===== config.mk =====
export PLATFORM = sky130hd
export DESIGN_NAME = multicycle_decoder
export DESIGN_NICKNAME = d
export VERILOG_FILES = /design/src/rtl/multicycle_decoder.sv
export SDC_FILE = /design/constraint.sdc
export NUM_CORES = 1
export LEC_CHECK = 0
export ABC_CLOCK_PERIOD_IN_PS = 1800
export CORE_MARGIN = 4
export CORE_UTILIZATION = 30
export CTS_BUF_LIST = sky130_fd_sc_hd__clkbuf_4
export CTS_CLUSTER_SIZE = 24
export DETAILED_ROUTE_END_ITERATION = 16
export DONT_BUFFER_PORTS = 1
export PLACE_DENSITY = 0.56
export SYNTH_ARGS = -nofsm -noshare
export SYNTH_HDL_FRONTEND = slang
export SYNTH_SLANG_ARGS = --single-unit
export TNS_END_PERCENT = 100

===== constraint.sdc =====
create_clock -name clk -period 1.8 [get_ports clk]
set_input_delay 0.18 -clock clk [delete_from_list [all_inputs] [get_ports clk]]
set_output_delay 0.18 -clock clk [all_outputs]
set_load 0.005 [all_outputs]

===== src/rtl/multicycle_decoder.sv =====
// Multi-cycle instruction decoder: an 11-state control FSM plus a multiply-latency
// counter. All control outputs are combinational from the state and the instruction fields.
module multicycle_decoder #(
  parameter int MUL_LAT = 3,
  parameter int CNT_W   = 4
) (
  input  logic       clk,
  input  logic       rst_n,
  input  logic [1:0] Op,
  input  logic [5:0] Funct,
  input  logic [3:0] Rd,
  input  logic [3:0] Mul,
  input  logic       mem_ready,
  output logic       IRWrite,
  output logic       NextPC,
  output logic       RegW,
  output logic       MemW,
  output logic       AdrSrc,
  output logic       ALUSrcA,
  output logic       NoWrite,
  output logic       BL,
  output logic       busy,
  output logic [1:0] ResultSrc,
  output logic [1:0] ALUSrcB,
  output logic [1:0] ImmSrc,
  output logic [1:0] RegSrc,
  output logic [1:0] FlagW,
  output logic [2:0] ALUControl,
  output logic [3:0] state_o
);

  typedef enum logic [3:0] {
    S_FETCH   = 4'd0,
    S_DECODE  = 4'd1,
    S_MEMADR  = 4'd2,
    S_MEMRD   = 4'd3,
    S_MEMWB   = 4'd4,
    S_MEMWR   = 4'd5,
    S_EXECR   = 4'd6,
    S_EXECI   = 4'd7,
    S_MULWAIT = 4'd8,
    S_ALUWB   = 4'd9,
    S_BRANCH  = 4'd10
  } state_t;

  state_t           state_q;
  logic [CNT_W-1:0] cnt_q;

  logic       i_bit;
  logic [3:0] cmd;
  logic       s_bit;
  logic       is_mul;
  logic       cnt_zero;
  logic [2:0] alu_dec;
  logic       cmp_dec;

  assign i_bit    = Funct[5];
  assign cmd      = Funct[4:1];
  assign s_bit    = Funct[0];
  assign is_mul   = (Op == 2'b00) && !i_bit && (cmd == 4'b0000) && (Mul == 4'b1001);
  assign cnt_zero = (cnt_q == '0);
  assign state_o  = state_q;

  // Data-processing command decode, shared by EXECR and EXECI.
  always_comb begin
    alu_dec = 3'b000;
    cmp_dec = 1'b0;
    case (cmd)
      4'b0100: alu_dec = 3'b000;
      4'b0010: alu_dec = 3'b001;
      4'b1010: begin
        alu_dec = 3'b001;
        cmp_dec = 1'b1;
      end
      4'b1100: alu_dec = 3'b011;
      4'b0000: alu_dec = 3'b010;
      4'b1101: alu_dec = i_bit ? 3'b101 : 3'b000;
      default: alu_dec = 3'b000;
    endcase
  end

  always_ff @(posedge clk or negedge rst_n) begin
    if (!rst_n) begin
      state_q <= S_FETCH;
      cnt_q   <= '0;
    end else begin
      case (state_q)
        S_FETCH:  if (mem_ready) state_q <= S_DECODE;
        S_DECODE: begin
          case (Op)
            2'b00: begin
              if (is_mul) begin
                state_q <= S_MULWAIT;
                cnt_q   <= CNT_W'(MUL_LAT - 1);
              end else if (i_bit) begin
                state_q <= S_EXECI;
              end else begin
                state_q <= S_EXECR;
              end
            end
            2'b01:   state_q <= S_MEMADR;
            2'b10:   state_q <= S_BRANCH;
            default: state_q <= S_FETCH;
          endcase
        end
        S_MEMADR: state_q <= s_bit ? S_MEMRD : S_MEMWR;
        S_MEMRD:  if (mem_ready) state_q <= S_MEMWB;
        S_MEMWB:  state_q <= S_FETCH;
        S_MEMWR:  if (mem_ready) state_q <= S_FETCH;
        S_EXECR,
        S_EXECI:  state_q <= cmp_dec ? S_FETCH : S_ALUWB;
        S_MULWAIT: begin
          if (cnt_zero) state_q <= S_ALUWB;
          else          cnt_q   <= cnt_q - 1'b1;
        end
        S_ALUWB:  state_q <= S_FETCH;
        S_BRANCH: state_q <= S_FETCH;
        default:  state_q <= S_FETCH;
      endcase
    end
  end

  always_comb begin
    IRWrite    = 1'b0;
    NextPC     = 1'b0;
    RegW       = 1'b0;
    MemW       = 1'b0;
    AdrSrc     = 1'b0;
    ALUSrcA    = 1'b0;
    NoWrite    = 1'b0;
    BL         = 1'b0;
    busy       = (state_q != S_FETCH);
    ResultSrc  = 2'b00;
    ALUSrcB    = 2'b00;
    ImmSrc     = 2'b00;
    RegSrc     = 2'b00;
    FlagW      = 2'b00;
    ALUControl = 3'b000;
    case (state_q)
      S_FETCH: begin
        ALUSrcA   = 1'b1;
        ALUSrcB   = 2'b10;
        ResultSrc = 2'b10;
        IRWrite   = mem_ready;
        NextPC    = mem_ready;
      end
      S_DECODE: begin
        ALUSrcA   = 1'b1;
        ALUSrcB   = 2'b10;
        ResultSrc = 2'b10;
        if (Op == 2'b01 && !s_bit) RegSrc = 2'b10;
        if (Op == 2'b00 && i_bit)  ImmSrc = 2'b01;
        if (Op == 2'b10)           ImmSrc = 2'b10;
      end
      S_MEMADR: ALUSrcB = 2'b01;
      S_MEMRD:  AdrSrc  = 1'b1;
      S_MEMWB: begin
        ResultSrc = 2'b01;
        RegW      = 1'b1;
        NextPC    = (Rd == 4'd15);
      end
      S_MEMWR: begin
        AdrSrc = 1'b1;
        MemW   = 1'b1;
      end
      S_EXECR,
      S_EXECI: begin
        ALUSrcB    = (state_q == S_EXECI) ? 2'b01 : 2'b00;
        ALUControl = alu_dec;
        NoWrite    = cmp_dec;
        FlagW      = {s_bit, s_bit & (alu_dec == 3'b000 || alu_dec == 3'b001)};
      end
      S_MULWAIT: begin
        ALUControl = 3'b100;
        FlagW      = {s_bit & cnt_zero, 1'b0};
      end
      S_ALUWB: begin
        RegW   = 1'b1;
        NextPC = (Rd == 4'd15);
      end
      S_BRANCH: begin
        ALUSrcB   = 2'b01;
        ResultSrc = 2'b10;
        NextPC    = 1'b1;
        BL        = Funct[4];
        RegW      = Funct[4];
      end
      default: ;
    endcase
    // Reset must suppress every architectural write strobe, even though FETCH is shown.
    if (!rst_n) begin
      IRWrite = 1'b0;
      NextPC  = 1'b0;
      RegW    = 1'b0;
      MemW    = 1'b0;
      FlagW   = 2'b00;
    end
  end

endmodule

==> results_dict.tcl <==
set metrics [dict create \
    seq_area_um2 200 \
    synth_cell_types 46 \
    antennaDiodeCount 0 \
    final_antenna_net_count 0 \
    ys_seq_area_share_pct 20.3 \
    num_io_pins 45 \
    drc_errors 0 \
    synth_edf_count 0 \
    hold_path_class "in -> reg" \
    required_ns 1.62 \
    clock_path_buffers 2 \
    hold_viol_final 0 \
    final_area_um2 1180 \
    finalCriticalPeriod_ns 1.76 \
    cts_tree "built" \
    synthArstFlopShare_pct 100 \
    synth_area_leaders "dfrtp_1 (20%), ha_1 (6.3%), nor3_1 (5.6%)" \
    layout-drive-gt1-share_pct 19.0 \
    dieArea_um2 4270 \
    dp_hpwl_um 2270 \
    synth_flop_cell "dfrtp_1" \
    timing.final.crit_share_pct 97.6 \
    post-route-util_pct 37.9 \
    cp_slowest_cell "dfrtp_1" \
    core.rowCount 20 \
    multi_input_area_um2 766 \
    cp-start-kind "flip-flop" \
    synth-warning-count 0 \
    status "completed" \
    die_height_um 65.3 \
    pre_cts_slack_ns 0.0925 \
    power_per_cell_area_nw_per_um2 1270 \
    gp_congestion 0.767 \
    die_w_um 65.3 \
    cts.sinks 8 \
    setup_ws_ns 0.0437 \
    power_mw 1.49 \
    dr.first_iter.drc_count 30 \
    fin_setup_tns_ns 0 \
    syn_inst 137 \
    placed_area_um2 1070 \
    end_kind "output port" \
    antenna_found_initial 0 \
    wirelength_um 2880 \
    root_buffer "clkbuf_4" \
    io_buffers 0 \
    cpLargestDelayFamily "flip-flops" \
    drtPass1Iterations 6 \
    fillers 352 \
    vdd_drop_max_mv 0.334 \
    grt_pass1_vias 998 \
    cts_buffers 3 \
    crit_chain "buf_6 -> or2_2 -> o21a_1 -> nor3_2 -> o31a_1" \
    timing.fmax_mhz 569 \
    synthTopCellsByCount "nand2_1 (13), nor3_1 (11), nor2_1 (10)" \
    yosys.area.top_type "dfrtp_1" \
    clock_latency_ns 0.26 \
    wl_per_cell_um 15.5 \
    critPathKind "reg -> out" \
    core_area_um2 3100 \
    setup_violations 0 \
    grt_start_max_net_pins 21 \
    htree_num_levels 1 \
    yosys_register_bits 8 \
    clock_skew_ns 0.00588 \
    final_net_count 168 \
    dr_total_vias 1030 \
    worst_path_largest_cell_delay_ns 0.41 \
    overflow 0 \
    synth.avg_cell_area_um2 7.20 \
    cp.arrival_ns 1.58 \
    clk_pin_slew_ns 0.05 \
    grt_usage_pct 13.9 \
    cap_violations 0 \
    synth_fp_nets 161 \
    crit_fanout 20 \
    grt_pass1_wl_um 4730 \
    synth.cell_area_um2 986 \
    crit_buf_inv 1 \
    cellLeakagePower_nw 0.482 \
    rsz0062_at_grt "true" \
    post_drt_via_cell_ratio 5.54 \
    initial_core_util_pct 31.8 \
    slew_violations 0 \
    area_growth_pct 19.4 \
    synth_most_common_cell "nand2_1" \
    synth_top_area_share_pct 20.3 \
]
through the flow:
stage                     hold slack [ns]  std cells
after floorplan                    -0.116        137
after global placement             -0.115        181
after detailed placement           -0.115        181
after CTS                           0.169        185
after global routing                0.182        186
final                               0.163        186
metal layers:
layer,track usage (%),vias to the layer above,wire length [um]
li1,-,506,-
met4,3.89,0,31
met1,16.5,492,1180
met2,25.3,28,1510
met5,0,-,0
met3,2.74,4,155
logic make-up after synthesis:
| logic type | synth area share [%] |
|---|---|
| flip-flops | 20.3 |
| buffers and inverters | 8.25 |
| other | 0.380 |
| multiplexers | 2.16 |
| AO/OA/AOI/OAI | 25.0 |
| XOR/XNOR | 0.888 |
| adder cells (fa/ha/maj) | 6.35 |
| AND/OR/NAND/NOR | 36.7 |
state kept, by name (all words and copies together) (netlist names):
register  flops
cnt_q         4
state_o       4
report_power, final:
group | internal [mW] | total, mW | leakage, nW | switching, mW
clock | 0.0767 | 0.143 | 0.0138 | 0.0664
sequential | 0.249 | 0.315 | 0.101 | 0.0664
combinational | 0.467 | 1.03 | 0.367 | 0.566
total | 0.792 | 1.49 | 0.482 | 0.699
timing repair:
action | in CTS | in global routing
hold buffers | 1 | 0
setup endpoints to repair | 5 | 7
hold endpoints to repair | 8 | 0
resized for setup | 6 | 10
pin swaps | 0 | 1
buffers inserted | 0 | 1
area by class of cell:
type / instances / area share [%]
multi-input cells: 110 / 65.0
flip-flops and latches: 8 / 17.0
repair buffers: 12 / 8.50
well taps: 44 / 4.68
inverters: 9 / 2.87
clock buffers: 3 / 1.91
cells in the final DEF, fill, tap and decap left out, types with 2 or more instances in the layout:
cell type	count
a21oi_1	9
inv_1	9
nor3_1	8
nor2_1	9
clkbuf_4	3
nand4_1	2
buf_6	2
nand2_1	13
buf_4	9
o21a_1	3
a21o_1	2
nor3_2	3
o22ai_1	2
o22a_1	2
and3_1	2
nand2b_1	6
o31a_1	2
nand3_1	3
o21ai_0	4
a211oi_1	2
or3_1	4
dfrtp_1	8
ha_1	4
worst paths after layout:
path	cells after the start	to	slack [ns]	from
min in group asynchronous	1	state_o[1]	0.27	rst_n
max in group asynchronous	1	cnt_q[1]	1.25	rst_n
worst max register to register	6	state_o[2]	0.10	cnt_q[1]
worst min register to register	1	cnt_q[0]	0.56	cnt_q[0]
worst min-delay path	2	state_o[3]	0.16	Op[0]
worst max-delay path	5	NextPC	0.04	state_o[3]
Note: power is estimated with default switching activity, not from simulation.
